`src/rtl/bullet_scheduler.sv`:
```
`timescale 1ns/1ps
// bullet_scheduler
//   Shares NUM_SLOTS bullet slots between two players. Once per frame
//   (frame_tick_i) every slot is advanced, one slot per clock. A single spawn
//   cycle then grants free slots to players whose shoot edge is still pending.
//
// Ports
//   clk_i, reset_i            clock, synchronous active-high reset
//   frame_tick_i              one-cycle pulse at vblank start
//   player_N_shoot_i          shoot level; the rising edge raises a request
//   player_N_x_i/_y_i         player position, loaded into a slot at spawn
//   bullet_active_o           per-slot valid
//   bullet_x_o/bullet_y_o     slot i at bits [10i+9:10i]
//   bullet_owner_o            0 = player 1, 1 = player 2
//   fire_ack_o                one-cycle grant pulse, bit0 = P1, bit1 = P2
//   busy_o                    FSM outside IDLE
//   frame_overrun_o           sticky: a tick arrived while busy
//
// state    | meaning
// ---------+-----------------------------------------------
// ST_IDLE  | waiting for frame_tick_i
// ST_MOVE  | advancing slot idx_q, one slot per cycle
// ST_SPAWN | granting free slots to pending players
module bullet_scheduler #(
  parameter int NUM_SLOTS    = 4,
  parameter int BULLET_SPEED = 4,
  parameter int SCREEN_W     = 640
) (
  input  logic                   clk_i,
  input  logic                   reset_i,
  input  logic                   frame_tick_i,
  input  logic                   player_1_shoot_i,
  input  logic                   player_2_shoot_i,
  input  logic [9:0]             player_1_x_i,
  input  logic [9:0]             player_1_y_i,
  input  logic [9:0]             player_2_x_i,
  input  logic [9:0]             player_2_y_i,
  output logic [NUM_SLOTS-1:0]   bullet_active_o,
  output logic [10*NUM_SLOTS-1:0] bullet_x_o,
  output logic [10*NUM_SLOTS-1:0] bullet_y_o,
  output logic [NUM_SLOTS-1:0]   bullet_owner_o,
  output logic [1:0]             fire_ack_o,
  output logic                   busy_o,
  output logic                   frame_overrun_o
);

  localparam int IDX_W = (NUM_SLOTS > 1) ? $clog2(NUM_SLOTS) : 1;
  localparam logic [IDX_W-1:0] LAST_IDX = IDX_W'(NUM_SLOTS - 1);
  localparam logic [10:0] SPEED_X = 11'(BULLET_SPEED);
  localparam logic [10:0] X_MAX   = 11'(SCREEN_W - 1);

  typedef enum logic [1:0] {
    ST_IDLE  = 2'd0,
    ST_MOVE  = 2'd1,
    ST_SPAWN = 2'd2
  } state_t;

  state_t           state_q, state_n;
  logic [IDX_W-1:0] idx_q, idx_n;

  logic [NUM_SLOTS-1:0] active_q, owner_q;
  logic [9:0]           x_q [NUM_SLOTS];
  logic [9:0]           y_q [NUM_SLOTS];

  logic shoot_1_q, shoot_2_q, pend_1_q, pend_2_q, prio_q;
  logic edge_1, edge_2;

  assign edge_1 = player_1_shoot_i & ~shoot_1_q;
  assign edge_2 = player_2_shoot_i & ~shoot_2_q;

  always_comb begin
    state_n = state_q;
    idx_n   = idx_q;
    case (state_q)
      ST_IDLE: begin
        if (frame_tick_i) begin
          state_n = ST_MOVE;
          idx_n   = '0;
        end
      end
      ST_MOVE: begin
        if (idx_q == LAST_IDX) state_n = ST_SPAWN;
        else                   idx_n   = idx_q + 1'b1;
      end
      ST_SPAWN: begin
        state_n = ST_IDLE;
        idx_n   = '0;
      end
      default: begin
        state_n = ST_IDLE;
        idx_n   = '0;
      end
    endcase
  end

  always_ff @(posedge clk_i) begin
    if (reset_i) begin
      state_q <= ST_IDLE;
      idx_q   <= '0;
    end else begin
      state_q <= state_n;
      idx_q   <= idx_n;
    end
  end

  // 11-bit move arithmetic: bit 10 of the difference is the borrow, i.e. the
  // bullet would pass the left edge; the sum is range-checked before storing.
  logic [10:0] sum_x, diff_x;
  logic        move_kill;
  logic [9:0]  move_x;

  always_comb begin
    sum_x  = {1'b0, x_q[idx_q]} + SPEED_X;
    diff_x = {1'b0, x_q[idx_q]} - SPEED_X;
    if (owner_q[idx_q]) begin
      move_kill = diff_x[10];
      move_x    = diff_x[9:0];
    end else begin
      move_kill = (sum_x > X_MAX);
      move_x    = sum_x[9:0];
    end
  end

  // lowest and second-lowest inactive slots
  logic [IDX_W-1:0] free_0, free_1;
  logic             has_free_0, has_free_1;

  always_comb begin
    free_0     = '0;
    free_1     = '0;
    has_free_0 = 1'b0;
    has_free_1 = 1'b0;
    for (int i = 0; i < NUM_SLOTS; i++) begin
      if (!active_q[i]) begin
        if (!has_free_0) begin
          free_0     = IDX_W'(i);
          has_free_0 = 1'b1;
        end else if (!has_free_1) begin
          free_1     = IDX_W'(i);
          has_free_1 = 1'b1;
        end
      end
    end
  end

  logic             grant_1, grant_2, prio_flip;
  logic [IDX_W-1:0] slot_1, slot_2;

  always_comb begin
    grant_1   = 1'b0;
    grant_2   = 1'b0;
    slot_1    = free_0;
    slot_2    = free_0;
    prio_flip = 1'b0;
    if (state_q == ST_SPAWN) begin
      if (pend_1_q && pend_2_q) begin
        // contention: the pointer only moves when someone is left waiting
        prio_flip = ~has_free_1;
        if (prio_q) begin
          grant_2 = has_free_0;
          grant_1 = has_free_1;
          slot_1  = free_1;
        end else begin
          grant_1 = has_free_0;
          grant_2 = has_free_1;
          slot_2  = free_1;
        end
      end else begin
        grant_1 = pend_1_q & has_free_0;
        grant_2 = pend_2_q & has_free_0;
      end
    end
  end

  always_ff @(posedge clk_i) begin
    if (reset_i) begin
      active_q        <= '0;
      owner_q         <= '0;
      for (int i = 0; i < NUM_SLOTS; i++) begin
        x_q[i] <= '0;
        y_q[i] <= '0;
      end
      shoot_1_q       <= 1'b0;
      shoot_2_q       <= 1'b0;
      pend_1_q        <= 1'b0;
      pend_2_q        <= 1'b0;
      prio_q          <= 1'b0;
      fire_ack_o      <= 2'b00;
      busy_o          <= 1'b0;
      frame_overrun_o <= 1'b0;
    end else begin
      shoot_1_q  <= player_1_shoot_i;
      shoot_2_q  <= player_2_shoot_i;
      // a new edge in the grant cycle re-arms the request
      pend_1_q   <= (pend_1_q & ~grant_1) | edge_1;
      pend_2_q   <= (pend_2_q & ~grant_2) | edge_2;
      fire_ack_o <= {grant_2, grant_1};
      busy_o     <= (state_n != ST_IDLE);
      if (frame_tick_i && (state_q != ST_IDLE)) frame_overrun_o <= 1'b1;
      if (prio_flip) prio_q <= ~prio_q;

      if ((state_q == ST_MOVE) && active_q[idx_q]) begin
        if (move_kill) active_q[idx_q] <= 1'b0;
        else           x_q[idx_q]      <= move_x;
      end

      if (grant_1) begin
        active_q[slot_1] <= 1'b1;
        owner_q[slot_1]  <= 1'b0;
        x_q[slot_1]      <= player_1_x_i;
        y_q[slot_1]      <= player_1_y_i;
      end
      if (grant_2) begin
        active_q[slot_2] <= 1'b1;
        owner_q[slot_2]  <= 1'b1;
        x_q[slot_2]      <= player_2_x_i;
        y_q[slot_2]      <= player_2_y_i;
      end
    end
  end

  assign bullet_active_o = active_q;
  assign bullet_owner_o  = owner_q;

  for (genvar g = 0; g < NUM_SLOTS; g++) begin : g_pack
    assign bullet_x_o[10*g +: 10] = x_q[g];
    assign bullet_y_o[10*g +: 10] = y_q[g];
  end

endmodule

```
`config.mk`:
```
export PLATFORM = sky130hd
export DESIGN_NAME = bullet_scheduler
export DESIGN_NICKNAME = d
export VERILOG_FILES = /design/src/rtl/bullet_scheduler.sv
export SDC_FILE = /design/constraint.sdc
export NUM_CORES = 1
export LEC_CHECK = 0
export ABC_AREA = 1
export CORE_ASPECT_RATIO = 1.5
export CORE_MARGIN = 2
export CORE_UTILIZATION = 38
export DETAILED_ROUTE_END_ITERATION = 10
export SETUP_SLACK_MARGIN = 0.4
export SLEW_MARGIN = 20
export SYNTH_ARGS = -nofsm -noshare
export SYNTH_HDL_FRONTEND = slang
export SYNTH_SLANG_ARGS = --single-unit
```
`constraint.sdc`:
```
create_clock -name clk_i -period 4.3 [get_ports clk_i]
set_input_delay 0.645 -clock clk_i [delete_from_list [all_inputs] [get_ports clk_i]]
set_output_delay 0.645 -clock clk_i [all_outputs]
set_load 0.02 [all_outputs]
```
Word-level counts from Yosys, hierarchy flattened
Memories as Yosys holds them, arrays and structs flattened. A register that Yosys moved wholly into a read port is not among the register bits.
Index checks and enable logic that the tools add are counted.
{ "word_totals": {"reg_bits": 21, "latchBits": 0, "ram_bits": 80, "romBits": 0, "in_bits": 45, "output_inout_bits": 92, "elab_cells": 158, "memories": 2} }
{ "mem_list": {"columns": ["name", "depth", "word_bits", "rd", "rd_ports_with_merged_regs", "write_ports", "line", "source"], "rows": [
  ["x_q", 4, 10, 5, 1, 4, "62", "logic [9:0] x_q [NUM_SLOTS];"],
  ["y_q", 4, 10, 4, 0, 4, "63", "logic [9:0] y_q [NUM_SLOTS];"]
]} }
{ "classes": {"add_sub_neg": 3, "multipliers": 0, "div_mod_pow": 0, "magnitude_cmp": 7, "eq_ne": 5, "shifts": 0, "n_mux": 93, "bitwise": 21, "reduce_logical": 15} }
{ "op_table": {"columns": ["cell", "count"], "rows": [
  ["$mux 10", 6],
  ["$mux 2", 27],
  ["$reduce_or 10->1", 5],
  ["$mux 1", 44],
  ["$mux 4", 9],
  ["$or 4x4->4", 3],
  ["$add 10x3->11 const B", 1],
  ["$gt 11x10->1 const B", 1],
  ["$sub 10x3->11 const B", 1],
  ["$lt 2x3->1 const B", 3],
  ["$and 4x4->4", 2],
  ["$not 4->4", 2],
  ["$pmux 2 s2", 2],
  ["$and 1x1->1", 6],
  ["$demux 1 s2", 3],
  ["$ge 2x1->1 const B", 3],
  ["$logic_and 1x1->1", 6],
  ["$not 1->1", 6],
  ["$bmux 1 s2", 2],
  ["$eq 2x2->1 const B", 2],
  ["$ne 2x2->1 const B", 2],
  ["$reduce_bool 2->1", 2],
  ["$add 2x1->2 const B", 1],
  ["$eq 2x1->1 const B", 1],
  ["other kinds (3)", 4]
]} }

Logic depth before layout (Yosys ltp)
Gate-level depths: netlist of run 1.
{ "depth": {"depth_word": 21, "ltp_mapped": 23, "ltp_nobuf": 22} }

Worst setup path before layout of run 1
Ideal clock, no wire load.
{ "synth_timing": {"path_type": "register to register", "start": "reg (tool-made name)", "end": "mem x_q[2][0], enable pin", "setup_ns": 0.391, "arrival_time_ns": 2.945, "required_time_ns": 3.909, "slack_ns": 0.964, "path_stages_with_launch": 21, "n_path_buf": 2, "period_less_slack_ns": 3.336, "path_cell_list": "dfxtp_1 > buf_6 > buf_8 > nand2_1 > nand3_1 > nand2_2 > inv_1 > ha_1 > inv_1 > or2_2 > nor2_1 > nand3_1 > nor2_1 > nand2_1 > nand3_1 > nand2_1 > nand2_2 > nand2_4 > nand4_4 > nand2_4 > o21ai_0"} }
{ "synth_lines": {"columns": ["item", "line"], "rows": [
  ["to (decl)", "62"]
]} }

==> out/results.ini, run 1 <==
[setup_path]
cp_cell_sequence=buf_4 -> nand3_1 -> nand2_2 -> inv_1 -> ha_1 -> inv_1 -> or2_2 -> nor2_1 -> nand3_1 -> nor2_1 -> nand2_1 -> nand3_1 -> nand2_1 -> nand2_2 -> nand2_4 -> nand4_4 -> nand2_4 -> inv_2 -> nand3_1 -> nand2_1
timing_worst_setup_path_type=reg2reg
worst_ep_arrival_time_ns=3.42
crit_path_start_kind=register
critical_path_peak_fanout=13
crit_path_end_kind=register
critical_path.top_delay_family=simple AND/OR/NAND/NOR gates
combined_buffer_and_inverter_count_along_the_critical_path=4
slowest_delay_ns=0.47
crit_required_ns=4.28
cp_slowest_cell=dfxtp_1
critical-path-top-cell-by-count=nand3_1

[clock_network]
cts.repair_timing.setup_buffer_count=0
cts-root-to-sink-buffers=2
htreeDepth=3
clock-root-buffer=clkbuf_16
path_clk_slew_ns=0.07
num_cts_buffers=9
numClockSinks=103
cts_resized=0
tritoncts=done
number_of_buffers_added_to_fix_hold_violations_after_cts=0
worst_skew_pair.late_latency_ns=0.34

[routing]
detail_route.vias_per_cell=5.13
avgRoutedWirePerCell_um=17.5
routed_wl_um=18000
detail_route_antenna_nets=0
dr_total_vias=5281
tritonroute_pass_1_iters=5
drc=0
drt-initial-drc-count=386

[timing]
count_of_pins_over_their_slew_limit=0
report.final.setup_viol=0
smallest_setup_slack_after_layout_ns=0.860
headroom_to_the_max_slew_limit_pct=49.0
timing.final.hold_violations=0
max_freq_ghz=0.291
totalNegativeSetupSlack_ns=0
period_minus_slack_ns=3.44
worst_pin_slew_ns=0.765
post-route-period-util_pct=80.0
rsz_0062_raised_after_global_routing=false
skew_ns=0.0106

[grt]
largest_net_degree_at_the_start_of_global_routing=25
grt_overflow_total=0
grt_first_pass_wirelength_um=27800
antenna_found_initial=0
first_global_vias=5031
grt_util_all_layers_pct=22.5

[hold_path]
min-delay-start=shoot_1_q
hp-class=reg2reg

[die]
die_height_um=154
fp.dieArea_sq_um=16000
placement_rows=54
initial_utilization_pct=39.1
dieWidth_um=104
ios=137
design.core.area_sq_um=14600

[job]
timing.max_cap.violations=0

[final_layout]
area_taken_by_flip_flops_and_latches_sq_um=2860
core_util_final_pct=51.6
final_common_cell=nand2_1
area_delta_synth_final_pct=31.8
mostFrequentLayoutCells=nand2_1, clkdlybuf4s50_1, edfxtp_1, inv_1, nor2_1
ant_cells=0
nets=883
layout_cells_sized_above_1_pct=6.48
multiInputGateArea_sq_um=2420
filler_cell_count=1437

[power]
power_density_nw_per_um2=302
max-vdd-ir-drop_mv=0.166
totalPowerFinal_uw=2270
leakagePower_uw=0.00308

[yosys]
yosysUniqueCellTypes=38
netlist_area_sq_um=5710
sequential_fraction_of_the_synthesis_area_pct=50.1
syn-instance-count=698
synth_nets=753
syn_avg_cell_area_sq_um=8.18
synth.ff_latch_count=103
count_of_yosys_warnings_during_synthesis=0

[place]
port_buffers=136
post-place-ws_ns=0.762
place.detailed.hpwl_um=14100
gp_routability_congestion=0.870

[status]
status=completed

## kinds of logic after synthesis
logic type | synth area share [%]
adder cells (fa/ha/maj) | 2.19
XOR/XNOR | 0.613
AO/OA/AOI/OAI | 12.1
AND/OR/NAND/NOR | 27.5
buffers and inverters | 7.45
flip-flops | 50.1
## metal layers
metal  track usage [%]  routed length (um)  up-vias
met2              40.4                9170      253
li1                  -                   -     2587
met3              4.32                1220       38
met5                 0                   0        -
met1              25.9                6920     2403
met4              9.97                 712        0
## per-stage QoR
step / hold slack [ns] / area [sq um] / instances
2_1_floorplan: 0.388 / 5710 / 698
3_3_place_gp: 0.389 / 7240 / 1013
3_5_place_dp: 0.405 / 7240 / 1013
4_1_cts: 0.416 / 7530 / 1029
5_1_grt: 0.420 / 7530 / 1029
6_report: 0.410 / 7530 / 1029
## final cells by class
class	count	share of cell area, %
sequential	103	38.0
multi-input combinational	495	32.2
clock inverter	7	0.781
clock buffer	9	2.99
timing repair buffer	146	19.1
tap	196	3.26
inverter	73	3.64
## state kept, by name, indices dropped and copies added, names as in the netlist, 2 cells and up, named ones only
name and cells:
bullet_owner_o 4, fire_ack_o 2, idx_q 2, bullet_active_o 4, x_q 40, y_q 40
state_q 2
## cells in the mapped netlist (all sizes together)
master / number / area (sq um)
nor3: 2 / 10.0
nand3b: 1 / 7.51
clkbuf: 20 / 75.1
o211ai: 2 / 20.0
buf: 7 / 76.3
nand2: 237 / 932
a21boi: 1 / 7.51
edfxtp: 80 / 2400
o22ai: 30 / 188
xnor2: 1 / 8.76
a31oi: 11 / 68.8
or2: 1 / 6.26
o31ai: 1 / 7.51
nand4: 15 / 130
a31o: 1 / 8.76
ha: 10 / 125
xor2: 3 / 26.3
a21oi: 32 / 164
o2111ai: 1 / 8.76
nand3: 33 / 175
o21ai: 44 / 220
nor2: 69 / 309
inv: 73 / 274
dfxtp: 23 / 460
## path summary, 6_finish.rpt
check | to | slack, ns | cells past startpoint
setup / recovery | x_q[3][5] | 0.86 | 20
hold / removal | pend_1_q | 0.41 | 1
setup reg to reg | x_q[3][5] | 0.86 | 20
hold reg to reg | pend_1_q | 0.41 | 1
## power breakdown
group          internal, uW  switching (uW)  total [uW]
clock                   405             387         792
sequential             1110            25.1        1130
combinational           137             211         348
Power figures use the tool's default switching activity.
==> run 2, diff against run 1 <==
clock period = 3.3 ns   (was 4.3 ns; I/O delays follow)
==> run 2 against run 1 <==
  * Wire length increased by 4.7%
  * Critical endpoint is now x_q[2][3]
  * Combinational power increased by 54%
  * Die area unchanged
==> out/results.ini, run 2 (synthesis gave the netlist of run 1 again) <==
[routing]
detail_route.vias_per_cell=5.24  ; +2.0%
avgRoutedWirePerCell_um=17.9  ; +2.4%
tritonroute_pass_1_iters=5  ; unchanged
routed_wl_um=18900  ; +4.7%
detail_route_antenna_nets=0  ; unchanged
drc=0  ; unchanged
drt-initial-drc-count=279  ; -28%
dr_total_vias=5514  ; +4.4%

[clock_network]
clock-root-buffer=clkbuf_16
worst_skew_pair.late_latency_ns=0.34  ; about the same
num_cts_buffers=9  ; unchanged
number_of_buffers_added_to_fix_hold_violations_after_cts=0  ; unchanged
tritoncts=done
path_clk_slew_ns=0.07  ; about the same
htreeDepth=3  ; unchanged
numClockSinks=103  ; unchanged
cts-root-to-sink-buffers=2  ; unchanged

[setup_path]
critical_path.top_delay_family=simple AND/OR/NAND/NOR gates
cp_cell_sequence=nand2_1 -> nand3_2 -> nand2_2 -> inv_4 -> ha_1 -> or2_4 -> nor2_2 -> nand3_1 -> nor2_1 -> nand2_1 -> nand3_2 -> nand2_2 -> nand2_4 -> nand2_8 -> nand4_4 -> nand2_4 -> o21ai_4 -> buf_6
cp_slowest_cell=edfxtp_1
worst_ep_arrival_time_ns=2.87  ; -0.55 ns
slowest_delay_ns=0.44  ; -0.03 ns
crit_path_start_kind=register
timing_worst_setup_path_type=reg2reg
crit_required_ns=3.35  ; -0.93 ns
crit_path_end_kind=register
combined_buffer_and_inverter_count_along_the_critical_path=2  ; -2
critical_path_peak_fanout=5  ; -8

[final_layout]
mostFrequentLayoutCells=nand2_1, clkdlybuf4s50_1, edfxtp_1, inv_1, nor2_1
filler_cell_count=1428  ; -0.63%
final_common_cell=nand2_1
ant_cells=0  ; unchanged
area_delta_synth_final_pct=38.9
largestRegisters=x_q: 40 flops, y_q: 40 flops
final_design_area_no_fill_sq_um=7940  ; +5.4%
nets=908  ; +2.8%
layout_cells_sized_above_1_pct=13.8  ; +7.3 points
area_taken_by_flip_flops_and_latches_sq_um=2870  ; +0.26%
count_of_placed_standard_cells_in_the_final_layout_fillers_left_out=1053  ; +2.3%
multiInputGateArea_sq_um=2620  ; +8.0%

[timing]
whs_ns=0.406  ; -0.00405 ns
period_minus_slack_ns=2.81  ; -0.626 ns
max_freq_ghz=0.355  ; +22%
headroom_to_the_max_slew_limit_pct=58.3  ; +9.4 points
report.final.setup_viol=0  ; unchanged
timing.final.hold_violations=0  ; unchanged
rsz_0062_raised_after_global_routing=true
totalNegativeSetupSlack_ns=0  ; unchanged
skew_ns=0.00933  ; -0.00125 ns
post-route-period-util_pct=85.3  ; +5.3 points
worst_pin_slew_ns=0.623  ; -0.142 ns
count_of_pins_over_their_slew_limit=0  ; unchanged

[job]
timing.max_cap.violations=0  ; unchanged

[power]
leakagePower_uw=0.00323  ; +4.9%
max-vdd-ir-drop_mv=0.231  ; +39%
power_density_nw_per_um2=382  ; +26%

[die]
design.core.area_sq_um=14600  ; unchanged
placement_rows=54  ; unchanged
ios=137  ; unchanged
initial_utilization_pct=39.1  ; unchanged
fp.dieArea_sq_um=16000  ; unchanged
die_height_um=154  ; unchanged
dieWidth_um=104  ; unchanged

[place]
detailed_place.area_sq_um=7330  ; +1.2%
gp_routability_congestion=0.941  ; +8.2%
dpl.cell_count=1023  ; +0.99%
port_buffers=136  ; unchanged
place.detailed.hpwl_um=14400  ; +2.0%

[grt]
antenna_found_initial=0  ; unchanged
grt_overflow_total=0  ; unchanged
first_global_vias=5281  ; +5.0%
grt_first_pass_wirelength_um=28100  ; +1.2%
grt_util_all_layers_pct=22.6  ; +0.11 points
largest_net_degree_at_the_start_of_global_routing=45  ; +80%

[status]
status=completed

[hold_path]
hp-class=reg2reg

[run 2: changes by cell type in the layout (fill, tap and decap cells not counted), sizes merged]
cell,delta
clkinv,-1
inv,-2
clkinvlp,+2
buf,+23
nand2,+2
[run 2: cell type report]
type                            instances  area share [%]
Multi-Input combinational cell        497            33.0
Sequential cell                       103            36.2
Clock buffer                            9            2.84
Inverter                               73            3.71
Clock inverter                          6           0.662
Timing Repair Buffer                  169            20.6
Tap cell                              196            3.09
[run 2: final timing paths]
| path | depth (start not counted) | slack (ns) | startpoint | endpoint |
|---|---|---|---|---|
| max | 18 | 0.49 | x_q[1][3] | x_q[2][3] |
| min | 1 | 0.41 | shoot_1_q | pend_1_q |
| max reg2reg | 18 | 0.49 | x_q[1][3] | x_q[2][3] |
| min reg2reg | 1 | 0.41 | shoot_1_q | pend_1_q |
[run 2: metrics by stage]
| stage | worst slack (ns) | total power [uW] | util [%] |
|---|---|---|---|
| floorplan | 0.416 | 1750 | - |
| global placement | 0.129 | 1970 | 50.2 |
| detailed placement | 0.0736 | 1970 | 50.2 |
| CTS | 0.402 | 2980 | 52.6 |
| global route | 0.342 | 3150 | 54.4 |
| finish | 0.486 | 3030 | 54.4 |
[run 2: what timing repair did]
item | CTS | global route
buffers inserted | 1 | 11
gates cloned | 1 | 2
pin swaps | 1 | 20
gates resized for setup | 14 | 49
setup endpoints to repair | 70 | 125
[run 2: routing by layer]
| metal | global-route usage [%] | up-vias | wire (um) |
|---|---|---|---|
| met5 | 0 | - | 0 |
| met4 | 12.9 | 0 | 986 |
| met3 | 5.21 | 42 | 1380 |
| met2 | 40.2 | 274 | 9550 |
| met1 | 24.7 | 2548 | 6960 |
| li1 | - | 2650 | - |
[run 2: power by group]
part           switching (uW)  total (uW)  internal [uW]
clock network             496        1020            520
registers                33.5        1470           1440
logic                     311         537            226
[run 2: worst reg2reg max path, stage by stage, from the launching register on]
cell and delay (ns):
edfxtp_1 0.44, nand2_1 0.11, nand3_2 0.08, nand2_2 0.14
inv_4 0.07, ha_1 0.19, or2_4 0.24, nor2_2 0.07
nand3_1 0.07, nor2_1 0.12, nand2_1 0.08, nand3_2 0.06
nand2_2 0.07, nand2_4 0.11, nand2_8 0.08, nand4_4 0.09
nand2_4 0.09, o21ai_4 0.23, buf_6 0.18
